[config.mk]
export PLATFORM = sky130hd
export DESIGN_NAME = sobel_stream_out
export DESIGN_NICKNAME = d
export VERILOG_FILES = /design/src/rtl/sobel_stream_out.sv
export SDC_FILE = /design/constraint.sdc
export NUM_CORES = 1
export LEC_CHECK = 0
export ABC_CLOCK_PERIOD_IN_PS = 3300
export BUFFER_PORTS_ARGS = -buffer_cell sky130_fd_sc_hd__buf_2
export CAP_MARGIN = 40
export CORE_MARGIN = 2
export CORE_UTILIZATION = 35
export DETAILED_ROUTE_END_ITERATION = 6
export SKIP_CTS_REPAIR_TIMING = 1
export SYNTH_ARGS = -nofsm -noshare
export SYNTH_HDL_FRONTEND = slang
export SYNTH_SLANG_ARGS = --single-unit
export TNS_END_PERCENT = 100
[constraint.sdc]
create_clock -name Clk -period 3.3 [get_ports Clk]
set_clock_uncertainty 0.15 [all_clocks]
set_input_delay 0.33 -clock Clk [delete_from_list [all_inputs] [get_ports Clk]]
set_output_delay 0.33 -clock Clk [all_outputs]
set_load 0.1 [all_outputs]
[src/rtl/sobel_stream_out.sv]
// sobel_stream_out: buffers convolved Sobel pixels (no upstream backpressure)
// in a small circular FIFO and presents them as an AXI-Stream master with
// TLAST on the final beat of each frame, a sticky overflow flag, a
// frame-done pulse and a stall hint for the line-buffer controller.
module sobel_stream_out #(
    parameter int FRAME_PIXELS = 260100,
    parameter int DEPTH        = 16,
    parameter int MARGIN       = 4
) (
    input  logic       Clk,
    input  logic       Rst,
    input  logic       Valid_in,
    input  logic [7:0] Data_in,
    output logic       Ready_out,
    output logic       M_Valid,
    output logic [7:0] M_Data,
    output logic       M_Last,
    input  logic       M_Ready,
    output logic       Frame_done,
    output logic       Overflow
);

    localparam int AW = $clog2(DEPTH);
    localparam int CW = AW + 1;
    localparam int BW = (FRAME_PIXELS > 1) ? $clog2(FRAME_PIXELS) : 1;

    localparam logic [CW-1:0] DEPTH_C   = CW'(DEPTH);
    localparam logic [CW-1:0] MARGIN_C  = CW'(MARGIN);
    localparam logic [BW-1:0] LAST_BEAT = BW'(FRAME_PIXELS - 1);

    logic [7:0]    mem_q [DEPTH];
    logic [AW-1:0] wr_ptr_q, wr_ptr_d;
    logic [AW-1:0] rd_ptr_q, rd_ptr_d;
    logic [CW-1:0] count_q, count_d;
    logic [BW-1:0] beat_q, beat_d;
    logic          valid_q, valid_d;
    logic [7:0]    data_q, data_d;
    logic          last_q, last_d;
    logic          done_q, done_d;
    logic          ovf_q, ovf_d;

    logic          rd_hs_s;
    logic          full_s;
    logic          wr_en_s;
    logic          drop_s;

    // Next-state logic: handshake/write decisions, pointers, occupancy,
    // beat counter and the look-ahead values of the registered outputs.
    always_comb begin
        rd_hs_s = valid_q & M_Ready;
        full_s  = (count_q == DEPTH_C);
        // A full FIFO still accepts a pixel when a beat leaves the same cycle.
        wr_en_s = Valid_in & (~full_s | rd_hs_s);
        drop_s  = Valid_in & full_s & ~rd_hs_s;

        if (wr_en_s) begin
            wr_ptr_d = wr_ptr_q + AW'(1);
        end else begin
            wr_ptr_d = wr_ptr_q;
        end

        if (rd_hs_s) begin
            rd_ptr_d = rd_ptr_q + AW'(1);
        end else begin
            rd_ptr_d = rd_ptr_q;
        end

        case ({wr_en_s, rd_hs_s})
            2'b10:   count_d = count_q + CW'(1);
            2'b01:   count_d = count_q - CW'(1);
            default: count_d = count_q;
        endcase

        // Only delivered beats advance the counter, so dropped pixels never
        // shift TLAST.
        if (rd_hs_s) begin
            if (beat_q == LAST_BEAT) begin
                beat_d = '0;
            end else begin
                beat_d = beat_q + BW'(1);
            end
        end else begin
            beat_d = beat_q;
        end

        valid_d = (count_d != '0);

        // Head entry after this cycle; bypass the array when the incoming
        // pixel lands directly at the new head (FIFO empty or draining).
        if (wr_en_s && (wr_ptr_q == rd_ptr_d)) begin
            data_d = Data_in;
        end else begin
            data_d = mem_q[rd_ptr_d];
        end

        last_d = valid_d & (beat_d == LAST_BEAT);
        done_d = rd_hs_s & last_q;
        ovf_d  = ovf_q | drop_s;
    end

    // State and registered outputs, with synchronous reset flushing the FIFO.
    always_ff @(posedge Clk) begin
        if (Rst) begin
            wr_ptr_q <= '0;
            rd_ptr_q <= '0;
            count_q  <= '0;
            beat_q   <= '0;
            valid_q  <= 1'b0;
            data_q   <= 8'h00;
            last_q   <= 1'b0;
            done_q   <= 1'b0;
            ovf_q    <= 1'b0;
        end else begin
            wr_ptr_q <= wr_ptr_d;
            rd_ptr_q <= rd_ptr_d;
            count_q  <= count_d;
            beat_q   <= beat_d;
            valid_q  <= valid_d;
            data_q   <= data_d;
            last_q   <= last_d;
            done_q   <= done_d;
            ovf_q    <= ovf_d;
        end
    end

    // Pixel storage array; contents are meaningless outside the occupied
    // window, so it is written without reset.
    always_ff @(posedge Clk) begin
        if (wr_en_s && !Rst) begin
            mem_q[wr_ptr_q] <= Data_in;
        end
    end

    // Stall hint from the registered occupancy so it never depends on the
    // downstream ready in the same cycle.
    always_comb begin
        Ready_out = ((DEPTH_C - count_q) > MARGIN_C);
    end

    assign M_Valid    = valid_q;
    assign M_Data     = data_q;
    assign M_Last     = last_q;
    assign Frame_done = done_q;
    assign Overflow   = ovf_q;

endmodule

Yosys cells after proc, flatten, opt, wreduce, memory -nomap -nowiden
Memories as Yosys holds them, arrays and structs flattened. A register that Yosys moved wholly into a read port is not among the register bits.
Cells that the tools add are included.
- bits in registers: 35
- bits in writable memories: 128
- input port bits: 12
- output and inout bits: 13
- logic and storage cells: 40
- memories: 1
- memory list (name ; depth ; width ; read ports ; clocked after memory_dff ; write ports ; RTL line ; source):
    mem_q ; 16 ; 8 ; 1 ; 1 ; 1 ; 31 ; logic [7:0] mem_q [DEPTH];
- add/sub/neg operators: 6
- $lt $le $gt $ge: 1
- equal/unequal tests: 5
- multiplexer cells: 6
- bitwise gates (word level): 10
- reductions and logical operators: 3
- operator list (operator ; count):
    == test 18 bit, second input constant ; 2
    2-to-1 mux 18 bit ; 2
    adder 18 x 1 -> 18 bit, second input constant ; 1
    one-hot mux 5 bit (2 select lines) ; 1
    adder 4 x 1 -> 4 bit, second input constant ; 2
    bitwise AND 1 bit ; 6
    adder 5 x 1 -> 5 bit, second input constant ; 1
    == test 5 bit, second input constant ; 1
    greater-than comparator 5 x 3 -> 1 bit, second input constant ; 1
    nonzero test 5 bit ; 1
    subtractor 5 x 1 -> 5 bit, second input constant ; 1
    subtractor 5 bit, first input constant ; 1
    2-to-1 mux 4 bit ; 1
    == test 2 x 1 -> 1 bit, second input constant ; 1
    == test 2 bit, second input constant ; 1
    2-to-1 mux 1 bit ; 2
    inverter 1 bit ; 2
    OR 1 bit ; 2
    logical AND 1 bit ; 1
    logical NOT 1 bit ; 1

Longest topological paths before layout
Gate-level depths: netlist of the first run.
- depth in word-level cells: 8
- depth in mapped cells: 10
- gate-level depth less buffers: 8

Least setup slack after synthesis of the first run
No wires, ideal clock.
- kind: register -> register
- from: register valid_q, in the netlist M_Valid
- to: register last_q, in the netlist M_Last
- setup time: 0.087 ns
- data arrival time: 2.777 ns
- required time: 3.063 ns
- slack: 0.285 ns
- stages on the path, launching flop included: 10
- path buffers: 1
- period minus slack after synthesis: 3.015 ns
- cell sequence: dfxtp_1 > buf_6 > nand3b_1 > xnor2_1 > ha_1 > or3b_2 > o31ai_1 > xnor2_1 > o211a_1 > nor4b_2
- word-level cells in the longest chain between the ends: 7
- elaborated cells between the ends (all ways): 10
- those cells by class: 3 x eq/ne; 2 x mux; 4 x bitwise; 1 x reduce/logical
- RTL lines (item ; RTL line ; source):
    start: declaration ; 36 ; logic valid_q, valid_d;
    start signal: assignment ; 118 ; valid_q <= valid_d;
    bitwise AND 1 bit * ; 50 ; rd_hs_s = valid_q & M_Ready;
    OR 1 bit ; 53 ; wr_en_s = Valid_in & (~full_s | rd_hs_s);
    bitwise AND 1 bit ; 53 ;
    == test 2 x 1 -> 1 bit / == test 2 bit (equally long branches) ; 68 ; case ({wr_en_s, rd_hs_s})
    one-hot mux 5 bit (2 select lines) ; 68 ;
    nonzero test 5 bit ; 86 ; valid_d = (count_d != '0);
    bitwise AND 1 bit * ; 96 ; last_d = valid_d & (beat_d == LAST_BEAT);
    end signal: assignment ; 120 ; last_q <= last_d;
    end: declaration ; 38 ; logic last_q, last_d;
Mark *: on every way between the ends. The rest lies on a longest branch, timed or not.
A chain may end at the register's enable or synchronous reset.

Worst setup path in the final report of the first run
- from: register valid_q, in the netlist M_Valid
- to: register data_q[5], in the netlist M_Data[5], read port of mem_q
- word-level cells in the longest chain between the ends: 2
- RTL lines (item ; RTL line ; source):
    bitwise AND 1 bit ; 50 ;
    2-to-1 mux 4 bit ; 62 ; if (rd_hs_s) begin
    end: declaration ; 37 ; logic [7:0] data_q, data_d;
No other way between the ends.

==> results.ini, run 1 <==
[sta]
period_share_pct=89.93
rsz0062_at_grt=no
setup_viol=0
fin_tns_setup_ns=0
final_hold_viol_count=0
relSlewSlack_pct=45.39
fmax_mhz=337.0
fin_ws_ns=0.3323
tightest_slew_ns=0.8162
drv_slew=0
whs_ns=0.04144
fin_crit_ns=2.968

[synthesis]
synth_top_area_share_pct=51.38
synth.area.top_cells=edfxtp_1 51%, dfxtp_1 12%, nand2_1 5.0%
synth_top_cell_by_area=edfxtp_1
seq_area_frac_synth_pct=62.89
synthDistinctLibCells=59
netlist_instances=649
ys_seq_elements=171
avgSynthCellArea_um2=11.53
synth_edf_count=128
synth_nets=670
syn_area_um2=7481
synth-async-reset-ratio_pct=0
ys.warnings.count=0
ys.flop_type=edfxtp_1

[finish]
num-fill-cells=1937
fin_util_pct=40.83
area_growth_syn_to_layout_pct=14.72
antenna_cells=0
multi_input_area_um2=2581
drive_gt1_share_pct=15.33
seq_area_um2=4705
nNetsFinal=706

[floorplanning]
core.rowCount=53
io_pins=25
start_util_pct=35.59
dieWidth_um=150.2
core_area_um2=21020
die_y_um=150.2
die-area_um2=22560

[critical_path]
cp.required_ns=3.50
ff2ff_path_depth=7
cp_slowest_stage_delay_ns=0.62
crit_slowest_cell=nand2_2
cp_top_family=simple AND/OR/NAND/NOR gates
path_cells=nand3b_1 > nand2_2 > buf_4 > nand2_1 > a31oi_1 > nand3_1 > a311oi_2
cp_max_fo=27
crit_path_start=M_Valid$_SDFF_PP0_
worst-path-buf-inv=1
critPathKind=flip-flop to flip-flop
cp.arrival_ns=3.16
r2r-end=M_Data[5]$_SDFF_PP0_
end_kind=flip-flop
worst-r2r-setup-slack_ns=0.33
worstReg2RegStart=M_Valid$_SDFF_PP0_
start_kind=flip-flop

[power_and_ir_drop]
pwr_density_cell_nw_per_um2=617.5
leakagePower_nw=2.961
ir_drop_uv=318.1
power_mw=5.299

[global_route]
grt_pass1_vias=4903
grt_overflow=0
track_usage_pct=16.12
grt_pass1_wl_mm=27.40
grt_max_degree=32
antenna_found_initial=0

[route]
drt-initial-drc-count=292
via_count=5148
routedWlPerCell_um=18.15
drc_errors=0
drtAntennaViolNets=0
drt-pass1-iter-count=5
wl_mm=17.66
via_per_inst=5.291

[clock_network]
cts.sink_count=171
cts_tree=built
insertion_delay_ns=0.44
cts_max_level=4
cts-root-buf=clkbuf_16
clk_path_buf_depth=2
cts_buffers=17
clk_pin_slew_ns=0.07

[hold_path]
holdPathEnd=Overflow$_SDFF_PP0_
timing.hold.worst.class=input pin to flip-flop
holdPathStages=3
min_from=Valid_in

[flow_run]
maxCapViolations=0

[placement]
dp_hpwl_mm=11.66
routabilityCongestion=0.8221
pre_cts_ws_ns=0.3424
io_buffer_count=24

[run_status]
status=complete, no violations

[registers in the layout, summed over array words and instances (netlist names)]
| signal | flops |
|---|---|
| mem_q | 128 |
| rd_ptr_q | 4 |
| wr_ptr_q | 4 |
| Overflow | 1 |
| M_Data | 8 |
| count_q | 5 |
| Frame_done | 1 |
| M_Valid | 1 |
| M_Last | 1 |
| beat_q | 18 |
[layer usage]
metal  vias to the layer above  wire (um)  GRT usage [%]
met1                      2534       7960          21.47
met2                       133       8434          25.91
met4                         0        407          6.226
li1                       2454          -              -
met5                         -          0              0
met3                        27        862          3.303
[power breakdown]
| group | internal (mW) | leakage, nW | switching (mW) |
|---|---|---|---|
| clock network | 1.01 | 0.281 | 0.938 |
| registers | 2.37 | 1.50 | 0.0531 |
| logic | 0.254 | 1.18 | 0.683 |
| total | 3.63 | 2.96 | 1.67 |
[tightest hold or removal path: cells and delay by family]
family          cells  cell delay [ns]
buf+inv             1             0.10
compound gates      1             0.08
simple gates        1             0.07
[cell usage after synthesis, types with 4 or more instances]
library cell / instances
edfxtp_1: 128
ha_1: 9
nor2_1: 79
buf_1: 5
a31oi_1: 19
nor3_1: 15
nor4_1: 4
buf_2: 13
inv_1: 9
and3_1: 13
a311oi_2: 8
nand3_1: 17
o2111ai_1: 7
a211oi_1: 10
xnor2_1: 22
nand2_1: 100
a32oi_1: 9
clkbuf_1: 15
nand3b_1: 13
a21oi_1: 38
xor2_1: 8
nand4_1: 7
dfxtp_1: 43
o21ai_0: 5
[kinds of logic (layout without fill, tap and decap cells)]
kind of cell | Yosys count | after routing | share of synthesized area, %
AO/OA/AOI/OAI | 111 | 111 | 10.64
buffers and inverters | 45 | 94 | 2.726
AND/OR/NAND/NOR | 279 | 279 | 17.78
XOR/XNOR | 33 | 33 | 4.332
flip-flops | 171 | 171 | 62.89
multiplexers | 1 | 1 | 0.1338
adder cells (fa/ha/maj) | 9 | 9 | 1.505
[how the worst max path moves through the flow]
stage               slack, ns                    to  cells after the start
finish                   0.33  M_Data[5]$_SDFF_PP0_                      7
global route             0.11  M_Data[5]$_SDFF_PP0_                      7
CTS                      0.31  M_Data[5]$_SDFF_PP0_                      7
detailed placement       0.34  M_Data[5]$_SDFF_PP0_                      7
global placement         0.39  M_Data[5]$_SDFF_PP0_                      7
floorplan                0.29     M_Last$_SDFF_PP0_                      9
[layout by cell type (no fill, tap or decap), drive strengths merged, types with 11 or more instances in the layout]
master,n
a211oi,11
a21oi,39
a31oi,19
and3,13
buf,53
clkbuf,17
dfxtp,43
edfxtp,128
inv,16
nand2,102
nand3,18
nand3b,13
nor2,79
nor3,15
xnor2,22
[per-stage QoR]
stage	std cells	area (um2)
finish	973	8582
global route	973	8582
CTS	973	8582
detailed placement	941	8001
global placement	941	8001
floorplan	649	7481
[layout make-up]
type / instances / area share, %
Clock inverter: 15 / 1.808
Timing Repair Buffer: 53 / 3.936
Inverter: 9 / 0.3936
Tap cell: 275 / 4.009
Multi-Input combinational cell: 433 / 30.08
Clock buffer: 17 / 4.957
Sequential cell: 171 / 54.82
No activity file was read; power rests on OpenSTA's default activity.
==> run 2: changes to the inputs <==
--- a/config.mk
+++ b/config.mk
@@ -6,11 +6,12 @@
 export NUM_CORES = 1
 export LEC_CHECK = 0
 export ABC_CLOCK_PERIOD_IN_PS = 3300
-export BUFFER_PORTS_ARGS = -buffer_cell sky130_fd_sc_hd__buf_2
+export BUFFER_PORTS_ARGS = -buffer_cell sky130_fd_sc_hd__buf_4
 export CAP_MARGIN = 40
 export CORE_MARGIN = 2
-export CORE_UTILIZATION = 35
+export CORE_UTILIZATION = 60
 export DETAILED_ROUTE_END_ITERATION = 6
+export PLACE_DENSITY = 0.77
 export SKIP_CTS_REPAIR_TIMING = 1
 export SYNTH_ARGS = -nofsm -noshare
 export SYNTH_HDL_FRONTEND = slang
==> run 2 against run 1 <==
Via count is 1.2% higher. Routed wire length down 5.7%. Sequential share of layout area up 0.66 points. Die area is 41% lower. Register-to-register slack improved by 0.07 ns. Critical endpoint is now M_Data[3]$_SDFF_PP0_. Flip-flop and latch count stayed put. Sequential power about the same. Maximum frequency rose by 2.3%. Final area is 1.2% lower. Total power grew 0.39%. Critical path depth is 1 higher. Non-clock buffer count is 6 lower.
==> results.ini, run 2 (synthesis results as in run 1) <==
[clock_network]
cts-root-buf=clkbuf_16
clk_path_buf_depth=2  ; unchanged
cts_tree=built
insertion_delay_ns=0.43  ; about the same
cts.sink_count=171  ; unchanged
cts_max_level=4  ; unchanged
clk_pin_slew_ns=0.06  ; about the same
cts_buffers=17  ; unchanged

[global_route]
antenna_found_initial=0  ; unchanged
grt_overflow=0  ; unchanged
track_usage_pct=26.42  ; +10 points
grt_max_degree=38  ; +19%
grt_pass1_wl_mm=26.26  ; -4.2%
grt_pass1_vias=5091  ; +3.8%

[finish]
area_growth_syn_to_layout_pct=13.36
drive_gt1_share_pct=14.16  ; -1.2 points
nNetsFinal=700  ; -0.85%
top_register=mem_q
antenna_cells=0  ; unchanged
final_common_cell=edfxtp_1
stdcell_count=860  ; -12%
largest_reg_flops=128  ; unchanged
layout_common_cells=128 x edfxtp_1, 100 x nand2_1, 79 x nor2_1, 45 x buf_4, 43 x dfxtp_1

[floorplanning]
core.rowCount=40  ; -25%
start_util_pct=61.77  ; +26 points
io_pins=25  ; unchanged
core_area_um2=12110  ; -42%
die-area_um2=13380  ; -41%
dieWidth_um=115.7  ; -23%
die_y_um=115.7  ; -23%

[critical_path]
worst-r2r-setup-slack_ns=0.40  ; +0.07 ns
ff2ff_path_depth=8  ; +1
cp.required_ns=3.42  ; -0.08 ns
start_kind=flip-flop
end_kind=flip-flop
critPathKind=flip-flop to flip-flop
cp.arrival_ns=3.02  ; -0.14 ns
cp_max_fo=16  ; -41%

[power_and_ir_drop]
leakagePower_nw=2.954  ; -0.23%
pwr_density_cell_nw_per_um2=627.3  ; +1.6%
ir_drop_uv=760.8  ; +140%
power_mw=5.320  ; +0.39%

[flow_run]
maxCapViolations=0  ; unchanged

[placement]
routabilityCongestion=0.9103  ; +11%
dp_hpwl_mm=10.55  ; -9.6%
io_buffer_count=24  ; unchanged
dp_cells=828  ; -12%

[sta]
drv_slew=0  ; unchanged
tightest_slew_ns=0.8837  ; +0.06752 ns
period_share_pct=87.89  ; -2.0 points
fin_tns_setup_ns=0  ; unchanged
rsz0062_at_grt=no
setup_viol=0  ; unchanged
fin_crit_ns=2.900  ; -0.06738 ns
relSlewSlack_pct=40.87  ; -4.5 points
fmax_mhz=344.8  ; +2.3%
whs_ns=0.02743  ; -0.01401 ns
final_hold_viol_count=0  ; unchanged

[route]
drt-pass1-iter-count=6  ; +1
via_per_inst=6.058  ; +15%
drc_errors=0  ; unchanged
drtAntennaViolNets=0  ; unchanged
drt-initial-drc-count=469  ; +61%
via_count=5210  ; +1.2%
routedWlPerCell_um=19.37  ; +6.7%
wl_mm=16.66  ; -5.7%

[hold_path]
holdPathStages=3  ; unchanged
timing.hold.worst.class=input pin to flip-flop

[run_status]
status=complete, no violations

## run 2: cell types whose count changed in the layout (fill, tap and decap cells not counted)
cell,before,now
buf_12,0,2
buf_2,24,0
buf_4,29,45
bufinv_16,0,2
clkbuf_1,0,1
clkinv_1,1,3
clkinv_2,0,2
clkinv_4,3,2
clkinv_8,3,0
inv_6,4,3
inv_8,3,1
## run 2: metrics by stage
step           instance area [um2]  setup WS (ns)  util (%)
6_report                      8481         0.3997     70.02
4_1_cts                       8481         0.4138     70.02
3_5_place_dp                  7908         0.4662     65.29
3_3_place_gp                  7908         0.5691     65.29
5_1_grt                       8481         0.2334     70.02
2_1_floorplan                 7481         0.2855         -
## run 2: cell type report
cell class | count | area [um2]
Fill cell | 857 | 3631
Tap cell | 168 | 210.2
Timing Repair Buffer | 47 | 377.9
Clock inverter | 14 | 143.9
Multi-Input combinational cell | 433 | 2581
Clock buffer | 18 | 429.2
Inverter | 9 | 33.78
Sequential cell | 171 | 4705
## run 2: path summary, 6_finish.rpt
kind | end | startpoint
worst min register to register | Overflow$_SDFF_PP0_ | Overflow$_SDFF_PP0_
worst max register to register | M_Data[3]$_SDFF_PP0_ | count_q[3]$_SDFF_PP0_
worst min-delay path | Overflow$_SDFF_PP0_ | Valid_in
worst max-delay path | M_Data[3]$_SDFF_PP0_ | count_q[3]$_SDFF_PP0_
## run 2: power by group
group | leakage (nW) | internal [mW] | switching (mW)
Clock | 0.279 | 1.12 | 0.830
Sequential | 1.50 | 2.37 | 0.0592
Combinational | 1.17 | 0.277 | 0.670
Total | 2.95 | 3.76 | 1.56
## run 2: critical path, stage by stage (launching register included)
cell      delay, ns
dfxtp_1        0.45
or3_1          0.18
nor2_1         0.06
ha_1           0.25
a211oi_2       0.35
nand2_1        0.08
or4_1          0.87
nor2_1         0.27
a311oi_2       0.07
## run 2: metal layers
layer / up-vias / GRT usage [%] / part of all wire (%)
li1: 2443 / - / -
met1: 2508 / 34.62 / 40
met2: 227 / 43.43 / 50
met3: 32 / 5.335 / 7.5
met4: 0 / 11.19 / 2.3
met5: - / 0 / 0
==> run 3: changes to the inputs <==
--- a/config.mk
+++ b/config.mk
@@ -5,6 +5,7 @@
 export SDC_FILE = /design/constraint.sdc
 export NUM_CORES = 1
 export LEC_CHECK = 0
+export ABC_AREA = 1
 export ABC_CLOCK_PERIOD_IN_PS = 3300
 export BUFFER_PORTS_ARGS = -buffer_cell sky130_fd_sc_hd__buf_4
 export CAP_MARGIN = 40
==> run 3 against run 2 <==
Sequential share of layout area decreased by 0.33 points. Critical path depth rose by 3. Total power grew 11%. Maximum frequency is 4.2% higher. Core utilization shrank 1.9 points. Non-clock buffer count down 10. Routed wire length rose by 3.8%. Clock-buffer cell count increased by 1. Synthesized cell count grew 23%. First-iteration DRC count increased by 35%. Global-route usage rose by 0.65 points. Clock power about the same. Critical path type unchanged. Critical endpoint is now M_Data[1]$_SDFF_PP0_. Largest cell class unchanged.
==> results.ini, run 3 <==
[synthesis]
ys.warnings.count=0  ; unchanged
syn_area_um2=7631  ; +2.0%
synth_nets=818  ; +22%
synth.area.top_cells=edfxtp_1 50%, dfxtp_1 11%, nand2_1 6.5%
ys.flop_type=edfxtp_1
seq_area_frac_synth_pct=61.65  ; -1.2 points
netlist_instances=797  ; +23%
synth_edf_count=128  ; unchanged
avgSynthCellArea_um2=9.575  ; -17%
synth_top_cell_by_area=edfxtp_1
ys_seq_elements=171  ; unchanged
synth-async-reset-ratio_pct=0  ; unchanged
yosysMostFrequentCell=nand2_1
synth_top_area_share_pct=50.37  ; -1.0 points
synthDistinctLibCells=31  ; -47%
yosys-top-cells-count=133 x nand2_1, 128 x edfxtp_1, 126 x nor2_1, 100 x inv_1, 55 x o21ai_0

[sta]
relSlewSlack_pct=50.32  ; +9.5 points
period_share_pct=84.38  ; -3.5 points
tightest_slew_ns=0.7424  ; -0.1413 ns
setup_viol=0  ; unchanged
fin_tns_setup_ns=0  ; unchanged
fin_crit_ns=2.784  ; -0.1159 ns
drv_slew=0  ; unchanged
rsz0062_at_grt=no
final_hold_viol_count=0  ; unchanged
fmax_mhz=359.1  ; +4.2%

[placement]
routabilityCongestion=0.8778  ; -3.6%
dp_hpwl_mm=11.41  ; +8.2%
io_buffer_count=24  ; unchanged

[global_route]
grt_overflow=0  ; unchanged
grt_pass1_vias=5514  ; +8.3%
track_usage_pct=27.07  ; +0.65 points
grt_pass1_wl_mm=27.18  ; +3.5%
grt_max_degree=76  ; +100%
antenna_found_initial=0  ; unchanged

[clock_network]
cts_tree=built
cts.sink_count=171  ; unchanged
cts_max_level=4  ; unchanged
clk_pin_slew_ns=0.06  ; about the same
cts-root-buf=clkbuf_16
clk_path_buf_depth=2  ; unchanged
insertion_delay_ns=0.43  ; about the same
cts_buffers=17  ; unchanged

[finish]
area_growth_syn_to_layout_pct=11.81
final_common_cell=nand2_1
num-fill-cells=1017  ; +19%
top_register=mem_q
layout_common_cells=133 x nand2_1, 128 x edfxtp_1, 126 x nor2_1, 100 x inv_1, 55 x o21ai_0
drive_gt1_share_pct=9.654  ; -4.5 points
antenna_cells=0  ; unchanged
nNetsFinal=847  ; +21%
largest_reg_flops=128  ; unchanged

[hold_path]
timing.hold.worst.class=input pin to flip-flop
holdPathStages=3  ; unchanged
min_from=Valid_in
holdPathEnd=Overflow$_SDFF_PP0_

[flow_run]
maxCapViolations=0  ; unchanged

[critical_path]
cp.arrival_ns=2.94  ; -0.08 ns
crit_path_start=M_Valid$_SDFF_PP0_
cp_max_fo=19  ; +3
start_kind=flip-flop
cp.required_ns=3.46  ; +0.04 ns
end_kind=flip-flop
worst-r2r-setup-slack_ns=0.52  ; +0.12 ns
r2r-end=M_Data[1]$_SDFF_PP0_
worstReg2RegStart=M_Valid$_SDFF_PP0_
ff2ff_path_depth=11  ; +3
critPathKind=flip-flop to flip-flop

[power_and_ir_drop]
leakagePower_nw=3.369  ; +14%
power_mw=5.879  ; +11%
pwr_density_cell_nw_per_um2=689.1  ; +9.9%
ir_drop_uv=579.2  ; -24%

[floorplanning]
die_y_um=116.8  ; +0.96%
start_util_pct=60.97  ; -0.80 points
die-area_um2=13640  ; +1.9%
core_area_um2=12520  ; +3.3%
dieWidth_um=116.8  ; +0.96%
core.rowCount=41  ; +2.5%
io_pins=25  ; unchanged

[route]
via_count=5733  ; +10%
drtAntennaViolNets=0  ; unchanged
drt-initial-drc-count=631  ; +35%
via_per_inst=5.671  ; -6.4%
wl_mm=17.29  ; +3.8%
drt-pass1-iter-count=5  ; -1
drc_errors=0  ; unchanged
routedWlPerCell_um=17.10  ; -12%

[run_status]
status=complete, no violations

## run 3: cell types whose count changed in the layout (fill, tap and decap cells not counted), sizes merged, moves of 11 or more
cell	change
a211oi	-11
a21oi	-13
a31oi	-18
and3	-13
inv	+97
nand2	+36
nand3	+37
nand3b	-13
nor2	+49
o211ai	+28
o21ai	+58
xnor2	-21
## run 3: worst max path at each step
stage                                   to  slack, ns  cells past startpoint
floorplan           mem_q[14][0]$_DFFE_PP_       0.43                      6
global placement     mem_q[7][1]$_DFFE_PP_       0.57                      9
detailed placement    M_Data[1]$_SDFF_PP0_       0.58                     10
CTS                   M_Data[1]$_SDFF_PP0_       0.54                     10
global route          M_Data[6]$_SDFF_PP0_       0.22                     11
finish                M_Data[1]$_SDFF_PP0_       0.52                     11
## run 3: power by group
group | leakage [nW] | internal (mW) | total (mW) | switching [mW]
clock | 0.276 | 1.06 | 1.92 | 0.855
sequential | 1.50 | 2.39 | 2.45 | 0.0636
combinational | 1.59 | 0.379 | 1.51 | 1.13
## run 3: layer usage
metal  GRT usage, %  up-vias  part of all wire (%)
li1               -     2754                     -
met1          32.45     2734                    41
met2          46.17      200                    50
met3          8.239       45                   5.9
met4          10.51        0                   2.9
met5              0        -                     0
## run 3: area by class of cell
class | count | area [um2] | share of cell area, %
multi-input cells | 495 | 2385 | 27.95
well taps | 172 | 215.2 | 2.522
repair buffers | 37 | 270.3 | 3.168
flip-flops and latches | 171 | 4705 | 55.14
inverters | 104 | 391.6 | 4.590
clock buffers | 19 | 432.9 | 5.074
clock inverters | 13 | 132.6 | 1.554
## run 3: critical path: stages (launching register included)
cell and delay, ns:
dfxtp_1 0.45, nand2_2 0.24, clkinv_2 0.14, nand3_2 0.07
nand2_2 0.33, inv_2 0.26, nand2_1 0.11, nand3_1 0.07
a21oi_1 0.16, nand3_2 0.29, o21ai_0 0.31, nor2_1 0.08
## run 3: per-stage QoR
step / util (%) / instances / instance area (um2) / hold WS [ns] / setup WS (ns)
2_1_floorplan: - / 797 / 7631 / 0.2789 / 0.4335
5_1_grt: 68.16 / 1011 / 8532 / 0.06513 / 0.2219
4_1_cts: 68.16 / 1011 / 8532 / 0.04883 / 0.5383
3_5_place_dp: 63.64 / 979 / 7966 / 0.3004 / 0.5757
3_3_place_gp: 63.52 / 976 / 7951 / 0.2950 / 0.5700
6_report: 68.16 / 1011 / 8532 / 0.05767 / 0.5156
## run 3: cells by family after synthesis
family	count (synthesis)	synth area share, %
AOI/OAI and AO/OA	130	9.821
xor gates and xnor gates	6	0.6886
adders and majority gates	9	1.476
buffers and inverters	131	7.099
DFF	171	61.65
and+or+nand+nor	350	19.27
